[src/rtl/cpu_pkg.sv]
`default_nettype none
// ============================================================================
// Module      : cpu_pkg
// Description : Shared CPU constants: register file geometry and the fixed
//               writeback requester indices used by the writeback arbiter.
// Revision    : 1.0 - initial release
// ============================================================================
package cpu_pkg;

    localparam int         REG_ADDR_W = 5;
    localparam int         XLEN       = 32;
    localparam logic [4:0] REG_ZERO   = 5'd0;

    // Writeback requester slots into the arbiter's request vector
    localparam int WB_SRC_ALU = 0;
    localparam int WB_SRC_LSU = 1;
    localparam int WB_SRC_MDU = 2;

endpackage : cpu_pkg
`default_nettype wire

[src/rtl/rr_arbiter.sv]
`default_nettype none
// ============================================================================
// Module      : rr_arbiter
// Description : Combinational round-robin arbiter. Searches the request
//               vector starting one past the last winner (rr_ptr_i) and
//               wrapping; returns a one-hot grant plus its binary index.
// Revision    : 1.0 - initial release
// ============================================================================
module rr_arbiter #(
    parameter int NUM_REQ = 3,
    parameter int IDX_W   = (NUM_REQ > 1) ? $clog2(NUM_REQ) : 1
) (
    input  logic [NUM_REQ-1:0] req_i,
    input  logic [IDX_W-1:0]   rr_ptr_i,
    input  logic               enable_i,
    output logic [NUM_REQ-1:0] grant_o,
    output logic [IDX_W-1:0]   grant_idx_o
);

    // Walk offsets 1..NUM_REQ from the pointer; the first valid request wins
    always_comb begin
        int               sum;
        logic [IDX_W-1:0] cand;
        logic             found;
        grant_o     = '0;
        grant_idx_o = '0;
        found       = 1'b0;
        sum         = 0;
        cand        = '0;
        for (int k = 1; k <= NUM_REQ; k++) begin
            sum  = (int'(rr_ptr_i) + k) % NUM_REQ;
            cand = IDX_W'(sum);
            if (enable_i && !found && req_i[cand]) begin
                found         = 1'b1;
                grant_o[cand] = 1'b1;
                grant_idx_o   = cand;
            end
        end
    end

endmodule : rr_arbiter
`default_nettype wire

[src/rtl/regfile_wb_arbiter.sv]
`default_nettype none
// ============================================================================
// Module      : regfile_wb_arbiter
// Description : Shares the register file write port between NUM_REQ
//               writeback sources. Round-robin grant, x0 write filtering,
//               a single registered write stage, and forwarding of the
//               in-flight write to the two decode read ports.
// Revision    : 1.0 - initial release
// ============================================================================
module regfile_wb_arbiter
    import cpu_pkg::*;
#(
    parameter int NUM_REQ = 3,
    parameter int DATA_W  = XLEN,
    parameter int ADDR_W  = REG_ADDR_W
) (
    input  logic                      clk,
    input  logic                      reset,
    input  logic [NUM_REQ-1:0]        req_valid,
    input  logic [NUM_REQ*ADDR_W-1:0] req_rd,
    input  logic [NUM_REQ*DATA_W-1:0] req_data,
    output logic [NUM_REQ-1:0]        req_ready,
    input  logic                      hold,
    output logic                      rf_we,
    output logic [ADDR_W-1:0]         rf_rd_addr,
    output logic [DATA_W-1:0]         rf_wdata,
    input  logic [ADDR_W-1:0]         rs1_addr,
    input  logic [ADDR_W-1:0]         rs2_addr,
    output logic                      rs1_fwd_hit,
    output logic                      rs2_fwd_hit,
    output logic [DATA_W-1:0]         fwd_data,
    output logic                      busy
);

    localparam int IDX_W = (NUM_REQ > 1) ? $clog2(NUM_REQ) : 1;
    localparam logic [IDX_W-1:0] C_PTR_RESET = IDX_W'(NUM_REQ - 1);

    logic [IDX_W-1:0]   rr_ptr_q, rr_ptr_d;
    logic               rf_we_q, rf_we_d;
    logic [ADDR_W-1:0]  rd_addr_q, rd_addr_d;
    logic [DATA_W-1:0]  wdata_q, wdata_d;

    logic [NUM_REQ-1:0] w_grant;
    logic [IDX_W-1:0]   w_gnt_idx;
    logic               w_any_grant;
    logic [ADDR_W-1:0]  w_gnt_rd;
    logic [DATA_W-1:0]  w_gnt_data;

    rr_arbiter #(
        .NUM_REQ (NUM_REQ),
        .IDX_W   (IDX_W)
    ) u_rr_arbiter (
        .req_i       (req_valid),
        .rr_ptr_i    (rr_ptr_q),
        .enable_i    (!hold),
        .grant_o     (w_grant),
        .grant_idx_o (w_gnt_idx)
    );

    assign req_ready   = w_grant;
    assign w_any_grant = |w_grant;

    // One-hot select of the winning requester's destination and data
    always_comb begin
        w_gnt_rd   = '0;
        w_gnt_data = '0;
        for (int i = 0; i < NUM_REQ; i++) begin
            if (w_grant[i]) begin
                w_gnt_rd   = req_rd[i*ADDR_W +: ADDR_W];
                w_gnt_data = req_data[i*DATA_W +: DATA_W];
            end
        end
    end

    // Next-state: a grant loads the write stage (x0 accepted but not written),
    // otherwise the write strobe drops and address/data/pointer hold
    always_comb begin
        rr_ptr_d  = rr_ptr_q;
        rf_we_d   = 1'b0;
        rd_addr_d = rd_addr_q;
        wdata_d   = wdata_q;
        if (w_any_grant) begin
            rr_ptr_d  = w_gnt_idx;
            rf_we_d   = (w_gnt_rd != ADDR_W'(REG_ZERO));
            rd_addr_d = w_gnt_rd;
            wdata_d   = w_gnt_data;
        end
    end

    // Output write stage and round-robin pointer; reset drops any in-flight write
    always_ff @(posedge clk or posedge reset) begin
        if (reset) begin
            rr_ptr_q  <= C_PTR_RESET;
            rf_we_q   <= 1'b0;
            rd_addr_q <= '0;
            wdata_q   <= '0;
        end else begin
            rr_ptr_q  <= rr_ptr_d;
            rf_we_q   <= rf_we_d;
            rd_addr_q <= rd_addr_d;
            wdata_q   <= wdata_d;
        end
    end

    assign rf_we      = rf_we_q;
    assign rf_rd_addr = rd_addr_q;
    assign rf_wdata   = wdata_q;

    // The register file commits one edge after rf_we, so decode reads of the
    // same register must take the in-flight value; x0 never forwards
    assign rs1_fwd_hit = rf_we_q && (rs1_addr == rd_addr_q) && (rs1_addr != '0);
    assign rs2_fwd_hit = rf_we_q && (rs2_addr == rd_addr_q) && (rs2_addr != '0);
    assign fwd_data    = wdata_q;

    assign busy = (|req_valid) | rf_we_q;

endmodule : regfile_wb_arbiter
`default_nettype wire
[config.mk]
export PLATFORM = sky130hd
export DESIGN_NAME = regfile_wb_arbiter
export DESIGN_NICKNAME = d
export VERILOG_FILES = /design/src/rtl/cpu_pkg.sv /design/src/rtl/rr_arbiter.sv /design/src/rtl/regfile_wb_arbiter.sv
export SDC_FILE = /design/constraint.sdc
export NUM_CORES = 1
export LEC_CHECK = 0
export ABC_AREA = 1
export CAP_MARGIN = 40
export CORE_ASPECT_RATIO = 1.1
export CORE_MARGIN = 4
export CORE_UTILIZATION = 37
export CTS_BUF_LIST = sky130_fd_sc_hd__clkbuf_8
export DETAILED_ROUTE_END_ITERATION = 16
export GPL_TIMING_DRIVEN = 0
export PLACE_DENSITY = 0.83
export REMOVE_ABC_BUFFERS = 1
export SYNTH_ARGS = -nofsm -noshare
export SYNTH_HDL_FRONTEND = slang
export SYNTH_SLANG_ARGS = --single-unit
export TNS_END_PERCENT = 20
[constraint.sdc]
create_clock -name clk -period 2.9 [get_ports clk]
set_input_delay 0.58 -clock clk [delete_from_list [all_inputs] [get_ports clk]]
set_output_delay 0.58 -clock clk [all_outputs]
set_load 0.005 [all_outputs]
==> impl_metrics.ini, run 1 <==
[pwr]
power_density_nw_per_um2 = 1090
p_leak_nw = 2.36
power.ir.vdd_worst_mv = 0.468

[worst_hold_path]
min_path_type = reg -> reg

[critical_path]
number_of_cells_traversed_by_the_worst_register_to_register_path = 16
startpoint_type = primary input
critical_path.startpoint = req_valid[1]
critical_path.endpoint = req_ready[1]
worst-endpoint-arrival_ps = 2220
r2r-end = rf_we
timing.critical_path.required_ps = 2320
critPathCaptureType = output pin
crit-reg2reg-launch = rr_ptr_q[1]
critical_path.max_fanout = 3
critPathKind = in -> out
critical_path.most_common_cell = nand3_2
timing.critical_path.cells = clkdlybuf4s50_1, inv_1, nand2_1, nand3_2, nand3_2, nor2_4, buf_4, buf_4, nand3_2, nand3_4, dlygate4sd2_1
critical_path.max_stage_delay_ps = 500
critical_path.slowest_cell = clkdlybuf4s50_1
worst_reg2reg_setup_slack_ps = 110

[detailed_routing]
first_pass_iters = 4
num_vias = 3598
finalWirelength_mm = 12.1
post_route_antenna_net_violation_count = 0
drt_drc_violations_left = 0
post_drt_wl_per_cell_um = 17.1
post_drt_via_cell_ratio = 5.09
dr.first_iter.drc_count = 147

[global_route]
number_of_global_route_vias_before_repair = 3606
gr-total-overflow = 0
grt_antenna_before_repair = 0
groute.usage.overall_pct = 24.2
grt_pass1_wl_mm = 17.9
largest_net_degree_at_the_start_of_global_routing = 37

[sta]
report.final.setup_viol = 0
finalClockSkew_ps = 3.49
final.setup.tns_ps = 0
worst_pin_slew_ps = 552
unrepaired_setup_endpoints_after_global_routing = true
finalHoldViolCount = 0
max_clock_freq_ghz = 0.357
maxSlewViolCount = 0
relSlewSlack_pct = 63.1
timing.final.crit_share_pct = 96.7
timing.final.crit_period_ps = 2800

[synth]
ys.warnings.count = 0
postSynth.topFlopCell = dfrtp_1
synth_cell_type_count = 30
synthDominantAreaCellType = dfrtp_1
avgSynthCellArea_sq_um = 7.08
synthesis.area_sq_um = 2980
synth_edf_count = 0
ys_ff_latch = 40
synth_sequential_area_ratio_pct = 33.6
netlist_top_cells_area = dfrtp_1, nand2_1, o211ai_1
syn_inst = 421
synth-async-reset-ratio_pct = 100
synth_top_cell_area_share_pct = 32.8

[clocking]
numClockSinks = 40
htree_num_levels = 2
tritoncts_buffer_count = 5
cts.reportedPaths.clkPinSlew_ps = 80
clk_latency_ps = 280
cts_tree = built
cts-root-to-sink-buffers = 2
cts.hold.buffers_added = 0
cts.root.buffer_cell = clkbuf_8

[floorplan]
io-pin-count = 203
initial_core_util_pct = 37.9
die_height_um = 102
rows = 34
fp.dieArea_sq_um = 9550
die-width_um = 93.6
core-area_sq_um = 7870

[final_layout]
most-common-layout-cells = clkdlybuf4s50_1, nand2_1, nand3_1, dfrtp_1, o211ai_1
mostFrequentLayoutCell = clkdlybuf4s50_1
finalCoreUtilization_pct = 66.0
fin_nets = 730
layout.filler_cells = 613
antennaDiodeCount = 0
layout-area-overhead-vs-synth_pct = 74.3
drive_above_1_share_pct = 10.2

[place]
final_hpwl_from_detailed_placement_mm = 8.25
numPortBuffers = 202
gp_routability_congestion = 0.919

[flow_run]
maxCapViolCount = 0

[outcome]
run_status = complete, no violations
[cell type report]
type                       count  area (sq um)  area share [%]
clock inverter                 2          8.76           0.169
tap                          108           135            2.60
clock buffer                   5          68.8            1.32
timing repair buffer         220          2220            42.8
timing repair inverter         1          6.26           0.120
inverter                      28           128            2.46
sequential                    40          1000            19.3
multi-input combinational    303          1620            31.3
[how the worst min path moves through the flow]
stage / startpoint / end / slack (ps) / cells after the start
after floorplan: rr_ptr_q[1] / rr_ptr_q[1] / 520 / 2
after global placement: fwd_data[15] / fwd_data[15] / 500 / 2
after detailed placement: fwd_data[12] / fwd_data[12] / 510 / 2
after CTS: fwd_data[12] / fwd_data[12] / 530 / 2
after global routing: fwd_data[12] / fwd_data[12] / 560 / 2
final: fwd_data[12] / fwd_data[12] / 530 / 2
[routing by layer]
layer	global-route usage [%]	share of wire (%)	vias up
met2	43.1	49	203
met5	0	0	-
met1	27.9	39	1668
li1	-	-	1713
met4	7.44	2.1	0
met3	7.44	10	14
[logic make-up after synthesis]
group                      Yosys count  synth area share [%]
AOI/OAI and AO/OA                   50                  11.8
adders and majority gates            4                  1.68
and+or+nand+nor                    241                  34.6
xor gates and xnor gates             5                  1.47
DFF                                 40                  33.6
buffers and inverters               81                  16.8
[flip-flops by register name (all words and copies together) (netlist names)]
| register | flops |
|---|---|
| fwd_data | 32 |
| rf_rd_addr | 5 |
| rf_we | 1 |
| rr_ptr_q | 2 |
[stage by stage]
stage / power [W] / hold slack (ps) / std cells / instance area (sq um) / worst slack, ps
after floorplan: 0.00295 / 521 / 368 / 2580 / 101
after global placement: 0.00466 / 504 / 678 / 4740 / -1260
after detailed placement: 0.00491 / 512 / 682 / 4840 / -952
after CTS: 0.00553 / 531 / 702 / 5100 / -66.2
after global routing: 0.00616 / 561 / 707 / 5190 / -33.3
final: 0.00567 / 530 / 707 / 5190 / 96.4
[where the power goes]
part           switching, W  total, W  internal, W
Sequential         0.000260   0.00115     0.000892
Clock              0.000191  0.000351     0.000160
Combinational       0.00215   0.00417      0.00202
Total               0.00260   0.00567      0.00307
[Yosys cell counts (4+ instances only)]
master and instances:
nand2_1 170, ha_1 4, buf_2 9, nor2_1 9, dfrtp_1 39, nand3_1 44, nand4_1 6, buf_4 35
buf_6 7, inv_1 23, o21ai_0 5, a21oi_1 4, o211ai_1 36
[worst max-delay path: cells and delay by family]
| kind | cells | cell delay, ps |
|---|---|---|
| buf+inv | 5 | 1100 |
| simple gates | 6 | 540 |
[repair_timing]
item,CTS,global route
resized for setup,24,14
setup buffers,10,4
hold endpoints to repair,0,0
endpoints found under the setup margin,36,36
pin swaps,7,8
cloned,3,1
Note: power is estimated with default switching activity, not from simulation.
==> run 2, diff against run 1 <==
- CAP_MARGIN: 40 -> 15
==> impl_metrics.ini, run 2 (synthesis results as in run 1) <==
[sta]
unrepaired_setup_endpoints_after_global_routing = true
relSlewSlack_pct = 41.4
worst_pin_slew_ps = 878
post-route-worst-setup-slack_ps = -85.5
max_clock_freq_ghz = 0.335
maxSlewViolCount = 0
finalHoldViolCount = 0
timing.final.crit_period_ps = 2990
final.setup.tns_ps = -87.7
report.final.setup_viol = 2
finalClockSkew_ps = 6.23
timing.final.crit_share_pct = 103

[detailed_routing]
post_drt_wl_per_cell_um = 18.0
dr.first_iter.drc_count = 117
num_vias = 3635
post_route_antenna_net_violation_count = 0
finalWirelength_mm = 12.7
first_pass_iters = 4
post_drt_via_cell_ratio = 5.13
drt_drc_violations_left = 0

[floorplan]
io-pin-count = 203
die_height_um = 102
fp.dieArea_sq_um = 9550
die-width_um = 93.6
rows = 34
initial_core_util_pct = 37.9
core-area_sq_um = 7870

[final_layout]
fin_nets = 730
layout-area-overhead-vs-synth_pct = 72.5
area_taken_by_multi_input_logic_gates_sq_um = 1630
drive_above_1_share_pct = 10.3
layout.area.seq_sq_um = 1000
mostFrequentLayoutCell = clkdlybuf4s50_1
max_ffs_per_register = 32
finalInstanceArea_sq_um = 5140
most-common-layout-cells = clkdlybuf4s50_1, nand2_1, nand3_1, dfrtp_1, o211ai_1
layout.filler_cells = 630
antennaDiodeCount = 0

[critical_path]
timing.critical_path.required_ps = 2320
worst-endpoint-arrival_ps = 2410
critPathCaptureType = output pin
worst_reg2reg_setup_slack_ps = 130
critPathKind = in -> out
startpoint_type = primary input
critical_path.max_fanout = 4

[place]
post_dp_cell_area_sq_um = 4770
gp_routability_congestion = 0.919
preCtsSetupSlack_ps = -1330
numPortBuffers = 202
final_hpwl_from_detailed_placement_mm = 7.78

[clocking]
cts.reportedPaths.clkPinSlew_ps = 80
cts-root-to-sink-buffers = 2
htree_num_levels = 2
clk_latency_ps = 290
numClockSinks = 40
cts.root.buffer_cell = clkbuf_8
cts.hold.buffers_added = 0
cts_tree = built
tritoncts_buffer_count = 5

[pwr]
power_density_nw_per_um2 = 1100
power.ir.vdd_worst_mv = 0.545
p_leak_nw = 2.33
finalPower_w = 0.00567

[flow_run]
maxCapViolCount = 0

[global_route]
largest_net_degree_at_the_start_of_global_routing = 41
gr-total-overflow = 0
grt_pass1_wl_mm = 18.8
grt_antenna_before_repair = 0
number_of_global_route_vias_before_repair = 3644
groute.usage.overall_pct = 25.6

[outcome]
run_status = complete, but fails checks
violations = setup timing

[worst_hold_path]
min_path_type = reg -> reg
run 2: cell types whose count changed in the layout (fill, tap and decap cells not counted), sizes merged:
cell / previous run / this run
clkinvlp: 0 / 1
clkdlybuf4s50: 198 / 200
buf: 18 / 16
dlygate4sd2: 3 / 2
clkinv: 3 / 1
dlymetal6s2s: 1 / 0
nand3: 48 / 49
nor2: 17 / 18
inv: 28 / 29
clkbuf: 5 / 6
run 2: critical path, stage by stage:
cell and delay (ps):
clkdlybuf4s50_1 520, inv_1 90, nor2_1 90, nor2_1 80
nor2_4 140, nand4_1 210, nand3_4 170, clkdlybuf4s50_1 520
run 2: repair_timing:
| item | in CTS | in global routing |
|---|---|---|
| gates cloned | 6 | 0 |
| pin swaps | 8 | 7 |
| buffers inserted | 9 | 6 |
| setup endpoints to repair | 42 | 36 |
| gates resized for setup | 20 | 13 |
run 2: stage by stage:
stage	cells	hold WS (ps)	utilization, %
after CTS	702	536	64.1
after floorplan	368	521	-
final	708	534	65.3
after detailed placement	679	517	60.6
after global placement	678	504	60.3
after global routing	708	563	65.3
run 2: final timing paths:
| kind | startpoint | to | cells past startpoint |
|---|---|---|---|
| max | req_valid[0] | req_ready[0] | 8 |
| min | fwd_data[31] | fwd_data[31] | 2 |
| max reg2reg | rr_ptr_q[1] | fwd_data[21] | 16 |
| min reg2reg | fwd_data[31] | fwd_data[31] | 2 |
| max in group asynchronous | reset | rr_ptr_q[0] | 2 |
| min in group asynchronous | reset | fwd_data[15] | 2 |
run 2: layout make-up:
type | count | area share [%]
clock buffer | 6 | 1.61
multi-input combinational | 305 | 31.7
sequential | 40 | 19.5
timing repair inverter | 1 | 0.122
inverter | 28 | 2.39
clock inverter | 2 | 0.219
timing repair buffer | 218 | 41.9
tap | 108 | 2.63
run 2: power by group:
group / total [W] / leakage (nW) / internal [W] / switching (W)
Combinational: 0.00412 / 1.81 / 0.00195 / 0.00218
Sequential: 0.00116 / 0.475 / 0.000891 / 0.000266
Clock: 0.000391 / 0.0486 / 0.000190 / 0.000201
run 2: routing by layer:
| metal | track usage [%] | part of all wire [%] | vias up |
|---|---|---|---|
| met2 | 47.2 | 50 | 196 |
| met1 | 29.6 | 39 | 1707 |
| met4 | 4.56 | 1.1 | 0 |
| met3 | 7.81 | 9.9 | 18 |
| met5 | 0 | 0 | - |
| li1 | - | - | 1714 |
